## config.mk

```make
export PLATFORM = sky130hd
export DESIGN_NAME = uart_rx_fifo_reader
export DESIGN_NICKNAME = d
export VERILOG_FILES = /design/src/rtl/uart_rx_fifo_reader.sv
export SDC_FILE = /design/constraint.sdc
export NUM_CORES = 1
export LEC_CHECK = 0
export CORE_ASPECT_RATIO = 1.25
export CORE_MARGIN = 3
export CORE_UTILIZATION = 35
export CTS_BUF_LIST = sky130_fd_sc_hd__clkbuf_16
export DETAILED_ROUTE_END_ITERATION = 7
export DONT_BUFFER_PORTS = 1
export MAX_ROUTING_LAYER = met4
export PLACE_DENSITY_LB_ADDON = 0.05
export SLEW_MARGIN = 20
export SYNTH_ARGS = -nofsm -noshare
export SYNTH_HDL_FRONTEND = slang
export SYNTH_SLANG_ARGS = --single-unit
export TNS_END_PERCENT = 50
```

## constraint.sdc

```tcl
create_clock -name clk -period 3.54 [get_ports clk]
set_input_delay 0.531 -clock clk [delete_from_list [all_inputs] [get_ports clk]]
set_output_delay 0.531 -clock clk [all_outputs]
set_load 0.03 [all_outputs]
```

## src/rtl/uart_rx_fifo_reader.sv

```systemverilog
// rtl/uart_rx_fifo_reader.sv - buffered UART receive reader for the CPU load path
// Drains UART bytes into a FIFO and returns status/data/count/error words on CPU loads.
module uart_rx_fifo_reader #(
   parameter int         FIFO_DEPTH  = 8,
   parameter int         DATA_W      = 8,
   parameter logic [3:0] BASE_NIBBLE = 4'h8
) (
   input  logic              clk,
   input  logic              rst_n,
   input  logic [31:0]       addr,
   input  logic              rd_en,
   input  logic [DATA_W-1:0] uart_data,
   input  logic              uart_data_valid,
   output logic              uart_data_ready,
   input  logic              tx_ready,
   output logic              is_uart_load,
   output logic [31:0]       rd_data,
   output logic              rx_nonempty
);

   localparam int PW = $clog2(FIFO_DEPTH);
   localparam int CW = PW + 1;
   localparam logic [CW-1:0] FULL_COUNT = CW'(FIFO_DEPTH);

   localparam logic [1:0] REG_STATUS = 2'd0;
   localparam logic [1:0] REG_DATA   = 2'd1;
   localparam logic [1:0] REG_COUNT  = 2'd2;
   localparam logic [1:0] REG_ERR    = 2'd3;

   logic [DATA_W-1:0] mem [FIFO_DEPTH];
   logic [PW-1:0]     wr_ptr;
   logic [PW-1:0]     rd_ptr;
   logic [CW-1:0]     count;
   logic              underflow;
   logic [7:0]        overflow_cnt;
   logic              held;

   logic       full;
   logic       empty;
   logic       push;
   logic       pop;
   logic [1:0] reg_sel;
   logic       status_rd;
   logic       data_rd;
   logic       err_rd;
   logic       ovf_event;
   logic       unused_addr;

   assign unused_addr = ^{addr[27:4], addr[1:0]};

   assign full            = (count == FULL_COUNT);
   assign empty           = (count == '0);
   assign uart_data_ready = !full;
   assign rx_nonempty     = !empty;

   assign is_uart_load = rd_en && (addr[31:28] == BASE_NIBBLE);
   assign reg_sel      = addr[3:2];
   assign status_rd    = is_uart_load && (reg_sel == REG_STATUS);
   assign data_rd      = is_uart_load && (reg_sel == REG_DATA);
   assign err_rd       = is_uart_load && (reg_sel == REG_ERR);

   assign push = uart_data_valid && !full;
   assign pop  = data_rd && !empty;

   // A byte offered while full and then withdrawn before acceptance is lost.
   assign ovf_event = held && !uart_data_valid;

   always_comb begin
      rd_data = '0;
      if (is_uart_load) begin
         case (reg_sel)
            REG_STATUS: rd_data = {16'h0, 8'(count), 4'h0, full, underflow, rx_nonempty, tx_ready};
            REG_DATA:   if (!empty) rd_data = 32'(mem[rd_ptr]);
            REG_COUNT:  rd_data = 32'(count);
            default:    rd_data = {24'h0, overflow_cnt};
         endcase
      end
   end

   always_ff @(posedge clk) begin
      if (push) mem[wr_ptr] <= uart_data;
   end

   always_ff @(posedge clk or negedge rst_n) begin
      if (!rst_n) begin
         wr_ptr       <= '0;
         rd_ptr       <= '0;
         count        <= '0;
         underflow    <= 1'b0;
         overflow_cnt <= 8'd0;
         held         <= 1'b0;
      end else begin
         if (push) wr_ptr <= wr_ptr + 1'b1;
         if (pop)  rd_ptr <= rd_ptr + 1'b1;

         case ({push, pop})
            2'b10:   count <= count + 1'b1;
            2'b01:   count <= count - 1'b1;
            default: ;
         endcase

         if (data_rd && empty)
            underflow <= 1'b1;
         else if (status_rd)
            underflow <= 1'b0;

         held <= uart_data_valid && full;

         if (err_rd)
            overflow_cnt <= ovf_event ? 8'd1 : 8'd0;
         else if (ovf_event && (overflow_cnt != 8'hFF))
            overflow_cnt <= overflow_cnt + 1'b1;
      end
   end

endmodule

```

### Word level (Yosys, flattened, before mapping)

Memories as Yosys holds them, arrays and structs flattened.
Index checks and enable logic that the tools add are counted.

| storage, ports and cells | value |
|---|---|
| bits in registers | 20 |
| RAM bits | 64 |
| output and inout bits | 35 |
| logic and storage cells | 49 |
| memories | 1 |

| operators by class | value |
|---|---|
| add/sub/neg operators | 5 |
| equality and inequality tests | 8 |
| muxes and demuxes | 11 |
| reductions and logical operators | 18 |

Memory list:

| memory | depth | bits a word | read ports | clocked after Yosys merged registers in | write ports | line | RTL |
|---|---|---|---|---|---|---|---|
| mem | 8 | 8 | 1 | 0 | 1 | 30 | `logic [DATA_W-1:0] mem [FIFO_DEPTH];` |

Operators with widths:

| kind | number |
|---|---|
| one-hot mux 12 bit (3 select lines) | 1 |
| two-way mux 32 bit | 1 |
| two-way mux 8 bit | 3 |
| logical AND 1 bit | 10 |
| adder 8 x 1 -> 8 bit, second input constant | 1 |
| == test 4 bit, second input constant | 2 |
| != test 8 bit, second input constant | 1 |
| one-hot mux 4 bit (2 select lines) | 1 |
| adder 3 x 1 -> 3 bit, second input constant | 2 |
| == test 2 bit, second input constant | 3 |
| nonzero test 2 bit | 3 |
| two-way mux 1 bit | 5 |
| adder 4 x 1 -> 4 bit, second input constant | 1 |
| == test 2 x 1 -> 1 bit, second input constant | 2 |
| zero test 4 bit | 1 |
| subtractor 4 x 1 -> 4 bit, second input constant | 1 |
| zero test 1 bit | 3 |
| zero test 2 bit | 1 |

### Longest topological paths before layout

Gate-level depths: netlist of run 1.

| depth | value |
|---|---|
| depth after elaboration | 6 |
| depth in mapped cells | 12 |

### Least setup slack after synthesis of run 1

Ideal clock, no wire load.

| timing path | value |
|---|---|
| path kind | input to output |
| start | input port addr[29] |
| end | output port rd_data[9] |
| arrival | 2.324 ns |
| data required time | 3.009 ns |
| slack | 0.685 ns |
| stages | 3 |
| buffers on the path | 0 |
| cell sequence | or4b_4 > or2_2 > nor4_1 |

| on the way | value |
|---|---|
| longest elaborated chain between the ends | 3 |

Ends and longest elaborated chain:

| element | line | RTL |
|---|---|---|
| start, declared | 10 | `input logic [31:0] addr,` |
| == test 4 bit | 56 | `assign is_uart_load = rd_en && (addr[31:28] == BASE_NIBBLE);` |
| logical AND 1 bit | 56 |  |
| two-way mux 32 bit | 70 | `if (is_uart_load) begin` |
| end, declared | 17 | `output logic [31:0] rd_data,` |

Every way passes these cells.

### Worst setup path after layout of run 1

| timing path | value |
|---|---|
| start | register rd_ptr[0] |
| end | output port rd_data[0] |

| on the way | value |
|---|---|
| longest elaborated chain between the ends | 4 |

Ends and longest elaborated chain:

| element | line | RTL |
|---|---|---|
| start, declared | 32 | `logic [PW-1:0] rd_ptr;` |
| start signal, assigned | 94 | `if (pop) rd_ptr <= rd_ptr + 1'b1;` |
| memory (8 x 8 bit) | - |  |
| two-way mux 8 bit | 73 | `REG_DATA: if (!empty) rd_data = 32'(mem[rd_ptr]);` |
| one-hot mux 12 bit (3 select lines) | 71 | `case (reg_sel)` |
| two-way mux 32 bit | 70 |  |

Every way passes these cells.

==> impl_metrics.py, run 1 <==
metrics = {
    "outcome": {
        "status": "completed",
    },
    "pwr": {
        "ir_drop_mv": 0.300,
        "p_int_w": 0.00197,
        "p_switching_w": 0.000805,
        "p_comb_share_pct": 21.3,
        "power.leakage_nw": 1.58,
        "power_frac_seq_pct": 49.1,
        "pwr-share-clk_pct": 29.5,
        "p_sw_share_pct": 29.0,
        "power_density_nw_per_um2": 644,
        "fin_total_pwr_w": 0.00277,
    },
    "worst_setup_path": {
        "r2r-end": "count[2]",
        "timing.rr.start": "count[0]",
        "ff2ff_setup_slack_ps": 940,
        "cp-start-kind": "flip-flop",
        "crit_type": "flip-flop to primary output",
        "worst_ep_required_time_ps": 3010,
        "critPathCaptureType": "primary output",
        "timing.critical_path.fanout_max": 19,
        "crit_arrival_ps": 2240,
        "rr_worst_depth": 12,
    },
    "clocking": {
        "clk_path_buf_depth": 2,
        "clock_latency_ps": 330,
        "numCtsBuffers": 9,
        "clk_pin_slew_ps": 60,
        "post_cts_buffers": 0,
        "htree_levels": 3,
        "tritoncts": "built",
        "clock-root-buffer": "clkbuf_16",
        "cts_resized": 0,
        "cts.sinks": 84,
    },
    "sta": {
        "final-max-slew-violation-count": 0,
        "worst_slack_ps": 766,
        "whs_ps": 164,
        "fmax_mhz": 360,
        "hold_viol_final": 0,
        "skew_ps": 6.41,
        "fin_tns_setup_ps": 0,
        "setup_viol": 0,
        "tightestPinTransition_ps": 869,
        "period_minus_slack_ps": 2770,
        "rsz0062_at_grt": "false",
        "post-route-period-util_pct": 78.4,
        "relSlewSlack_pct": 41.8,
    },
    "grt": {
        "grt_max_degree": 21,
        "first_global_vias": 2143,
        "grt_antenna_before_repair": 0,
        "grt_overflow": 0,
        "grt_pass1_wl_um": 12400,
        "grt_use_total_pct": 14.2,
    },
    "yosys": {
        "syn-instance-count": 258,
        "ys_top_cells_by_count": "edfxtp_1 (64), buf_4 (22), dfrtp_1 (20)",
        "ys_seq_area_share_pct": 62.1,
        "synth.most_common_cell": "edfxtp_1",
        "ys_warn_count": 0,
        "synth.cell_area_um2": 3900,
        "yosys_most_used_dff": "edfxtp_1",
        "ys_ff_latch": 84,
        "synth_top_area_cell": "edfxtp_1",
        "synth-edff-count": 64,
        "netlist.area_leader.share_pct": 49.3,
        "ys_types": 46,
        "synthTopCellsByArea": "edfxtp_1 (49%), dfrtp_1 (13%), mux4_2 (8.7%), buf_4 (4.2%), xor2_1 (2.7%)",
        "synthArstFlopShare_pct": 23.8,
        "avgSynthCellArea_um2": 15.1,
    },
    "place": {
        "portBuffers": 0,
        "place_congestion": 0.735,
        "dpl_worst_slack_ps": 898,
        "hpwl_um": 5150,
    },
    "routing": {
        "wirelength_um": 7780,
        "ant_nets": 0,
        "wl_per_cell_um": 19.0,
        "routed_via_density": 5.12,
        "drcViolationCount": 0,
        "dr.first_iter.drc_count": 90,
        "vias": 2095,
        "drt_first_pass_iters": 5,
    },
    "floorplanning": {
        "rows": 42,
        "die_width_um": 100,
        "core_region_area_um2": 10700,
        "initial_utilization_pct": 36.4,
        "ios": 80,
        "die_h_um": 124,
        "die_area_um2": 12500,
    },
    "cells_and_area": {
        "drive_above_1_share_pct": 19.9,
        "antenna_cells": 0,
        "nets": 324,
        "fill_cells": 1029,
        "area_growth_pct": 10.4,
    },
    "job": {
        "drv_cap": 0,
    },
    "hold_path": {
        "hp-class": "input pin to async pin",
    },
}
worst max path at each step:
stage               startpoint          to  slack (ps)  cells past startpoint
floorplan             addr[29]  rd_data[9]         690                      3
global placement      addr[29]    count[2]         900                      9
detailed placement    addr[29]  rd_data[3]         900                      4
CTS                   count[0]  rd_data[0]         710                      5
global route          count[0]  rd_data[2]         560                      5
finish               rd_ptr[0]  rd_data[0]         770                      5
layer usage:
layer | vias up | routed length [µm] | GRT usage (%)
met5 | - | 0 | -
met4 | 0 | 117 | 5.90
met3 | 9 | 410 | 3.70
met2 | 53 | 3850 | 22.2
met1 | 1054 | 3400 | 17.7
li1 | 979 | - | -
area by class of cell:
cell class | count | area [µm²] | share of cell area (%)
Sequential cell | 84 | 2420 | 56.3
Multi-Input combinational cell | 159 | 1340 | 31.0
Clock buffer | 9 | 225 | 5.23
Tap cell | 132 | 165 | 3.84
Timing Repair Buffer | 15 | 110 | 2.56
Clock inverter | 6 | 32.5 | 0.756
Inverter | 4 | 15.0 | 0.349
state kept, by name, indices dropped and copies added (netlist names):
register      flops
count             4
held              1
mem              64
overflow_cnt      8
rd_ptr            3
underflow         1
wr_ptr            3
power groups by stage:
stage / Clock (W) / Combinational, W / Sequential [W]
after detailed placement: 0 / 0.000603 / 0.00139
after CTS: 0.000849 / 0.000611 / 0.00137
after floorplan: 0 / 0.000489 / 0.00133
after global placement: 0 / 0.000607 / 0.00138
after global routing: 0.000891 / 0.000662 / 0.00139
final: 0.000820 / 0.000592 / 0.00136
repair_timing:
item,in CTS,in global routing
hold endpoints to repair,20,0
setup endpoints to repair,0,0
hold buffers,1,0
cells by family (layout without fill, tap and decap cells):
group           Yosys count  in the layout  synth area share, %
compound gates           26             26                 4.75
other cells               1             20               0.0962
simple gates             63             63                 9.56
mux                      28             28                 12.3
xor+xnor                 16             16                 3.59
flops                    84             84                 62.1
buf+inv                  34             34                 5.65
fa+ha+maj                 6              6                 1.92
cell usage in the layout, fill, tap and decap left out, types with 2 or more instances in the layout:
cell type,Yosys,routed
o22ai_1,2,2
inv_1,4,4
clkbuf_16,0,9
mux2_2,6,6
o211a_1,3,3
xor2_1,12,12
dfrtp_1,20,20
a22o_1,4,4
nand2_1,8,8
clkinv_1,0,3
nor2_1,14,14
o211ai_1,2,2
mux2i_1,6,6
and2_1,5,5
conb_1,1,20
xnor2_1,4,4
edfxtp_1,64,64
nor4_2,1,2
buf_4,22,14
nand3_1,3,3
a21oi_1,5,5
nand2b_1,4,4
nand4_1,4,4
mux4_2,15,15
ha_1,6,6
nor2b_1,4,4
o21ai_0,4,4
nor3_1,8,8
and4_1,2,2
worst max-delay path: stages (launching register included):
cell,delay [ps]
dfrtp_1,330
buf_4,330
mux4_2,560
mux2i_1,270
o21ai_0,150
o211a_1,260
metrics by stage:
step           instance area [µm²]  util, %  std cells
6_report                      4310     40.2        409
5_1_grt                       4310     40.2        409
4_1_cts                       4310     40.2        409
3_5_place_dp                  4040     37.7        393
3_3_place_gp                  4040     37.7        393
2_1_floorplan                 3970        -        277
(Power assumes the default switching activity.)
==> run 2: changes to the inputs <==
Clock period 3.54 ns to 2.3 ns, I/O delays scaled along.
==> impl_metrics.py, run 2 (synthesis results as in run 1) <==
metrics = {
    "outcome": {
        "status": "finished with violations",
        "failed_checks": "negative hold slack, negative setup slack",
    },
    "worst_setup_path": {
        "cp-start-kind": "flip-flop",
        "timing.critical_path.fanout_max": 17,
        "critPathCaptureType": "primary output",
        "crit_arrival_ps": 2060,
        "crit_type": "flip-flop to primary output",
        "worst_ep_required_time_ps": 1960,
        "ff2ff_setup_slack_ps": 240,
    },
    "sta": {
        "relSlewSlack_pct": 39.8,
        "setup_viol": 7,
        "skew_ps": 6.34,
        "rsz0062_at_grt": "true",
        "fmax_mhz": 416,
        "period_minus_slack_ps": 2400,
        "final-max-slew-violation-count": 0,
        "tightestPinTransition_ps": 900,
        "hold_viol_final": 20,
        "whs_ps": -28.6,
        "post-route-period-util_pct": 104,
        "fin_tns_setup_ps": -453,
        "worst_slack_ps": -102,
    },
    "pwr": {
        "power_density_nw_per_um2": 989,
        "ir_drop_mv": 0.445,
        "power.leakage_nw": 1.68,
    },
    "cells_and_area": {
        "layout_commonest_cell": "edfxtp_1",
        "layout_common_cells": "edfxtp_1 (64), buf_4 (29), conb_1 (20), dfrtp_1 (20), mux4_2 (15)",
        "drive_above_1_share_pct": 29.4,
        "largest_register_ffs": 64,
        "multi_input_area_um2": 1360,
        "nets": 345,
        "antenna_cells": 0,
        "area_growth_pct": 16.8,
        "final_core_util_pct": 42.5,
        "ff_latch_area_um2": 2420,
        "top_register": "mem",
        "fill_cells": 971,
        "fin_cells": 431,
        "reg_top3": "mem x64, overflow_cnt x8, count x4",
    },
    "routing": {
        "wirelength_um": 7850,
        "dr.first_iter.drc_count": 89,
        "routed_via_density": 4.97,
        "ant_nets": 0,
        "drt_first_pass_iters": 4,
        "drcViolationCount": 0,
        "vias": 2144,
        "wl_per_cell_um": 18.2,
    },
    "clocking": {
        "clk_path_buf_depth": 2,
        "clock-root-buffer": "clkbuf_16",
        "clk_pin_slew_ps": 70,
        "clock_latency_ps": 340,
        "htree_levels": 3,
        "cts.sinks": 84,
        "numCtsBuffers": 9,
        "tritoncts": "built",
    },
    "place": {
        "dp_cells": 413,
        "portBuffers": 0,
        "hpwl_um": 5300,
        "place_congestion": 0.759,
    },
    "floorplanning": {
        "rows": 42,
        "ios": 80,
        "die_h_um": 124,
        "core_region_area_um2": 10700,
        "initial_utilization_pct": 36.4,
        "die_width_um": 100,
        "die_area_um2": 12500,
    },
    "grt": {
        "grt_max_degree": 21,
        "grt_use_total_pct": 14.0,
        "first_global_vias": 2215,
        "grt_pass1_wl_um": 12400,
        "grt_antenna_before_repair": 0,
        "grt_overflow": 0,
    },
    "hold_path": {
        "hp-class": "input pin to async pin",
    },
    "job": {
        "drv_cap": 0,
    },
}
==> run 2: cell types whose count changed in the layout (fill, tap and decap cells not counted), sizes merged <==
cell      delta
inv          +3
buf         +21
clkinv       -3
clkinvlp     +1
==> run 2: final cells by class <==
class / count / share of cell area (%)
flip-flops and latches: 84 / 53.2
multi-input cells: 159 / 29.9
repair buffers: 36 / 6.76
clock buffers: 9 / 4.95
well taps: 132 / 3.63
clock inverters: 7 / 1.26
inverters: 4 / 0.330
==> run 2: per-layer routing <==
layer  track usage, %  up-vias  share of wire [%]
met5                -        -                  0
met4             7.33        0                2.3
met3             2.46       15                4.1
met2             22.0       49                 49
met1             17.3     1065                 44
li1                 -     1015                  -
==> run 2: power by group <==
group          switching, W  internal (W)
clock              0.000614      0.000746
combinational      0.000566      0.000519
sequential         0.000155       0.00191
total               0.00133       0.00317
==> run 2: metrics by stage <==
step	cell area (µm²)	setup WS [ps]	total power [W]
6_report	4550	-102	0.00451
5_1_grt	4550	-184	0.00476
4_1_cts	4560	-138	0.00459
3_5_place_dp	4230	-21.0	0.00317
3_3_place_gp	4230	-25.4	0.00318
2_1_floorplan	4000	-309	0.00283
==> run 2: path summary, 6_finish.rpt <==
check / startpoint / end / cells past startpoint
max in group asynchronous: rst_n / wr_ptr[2] / 1
hold / removal: rst_n / overflow_cnt[3] / 1
hold reg to reg: underflow / underflow / 2
setup reg to reg: count[1] / count[2] / 10
setup / recovery: rd_ptr[0] / rd_data[7] / 5
min in group clk: uart_data[6] / mem[3][6] / 0
==> run 2: what timing repair did <==
item,CTS,global route
endpoints found under the hold margin,20,0
gates resized for setup,12,0
cloned,0,0
setup buffers,1,0
pin swaps,4,0
setup endpoints to repair,8,8
hold buffers,1,0
==> run 2: critical path, cell delays in order (launching register included) <==
cell and delay, ps:
dfrtp_1 370, buf_12 190, mux4_2 520, mux2_4 280, a22o_1 200, buf_6 140
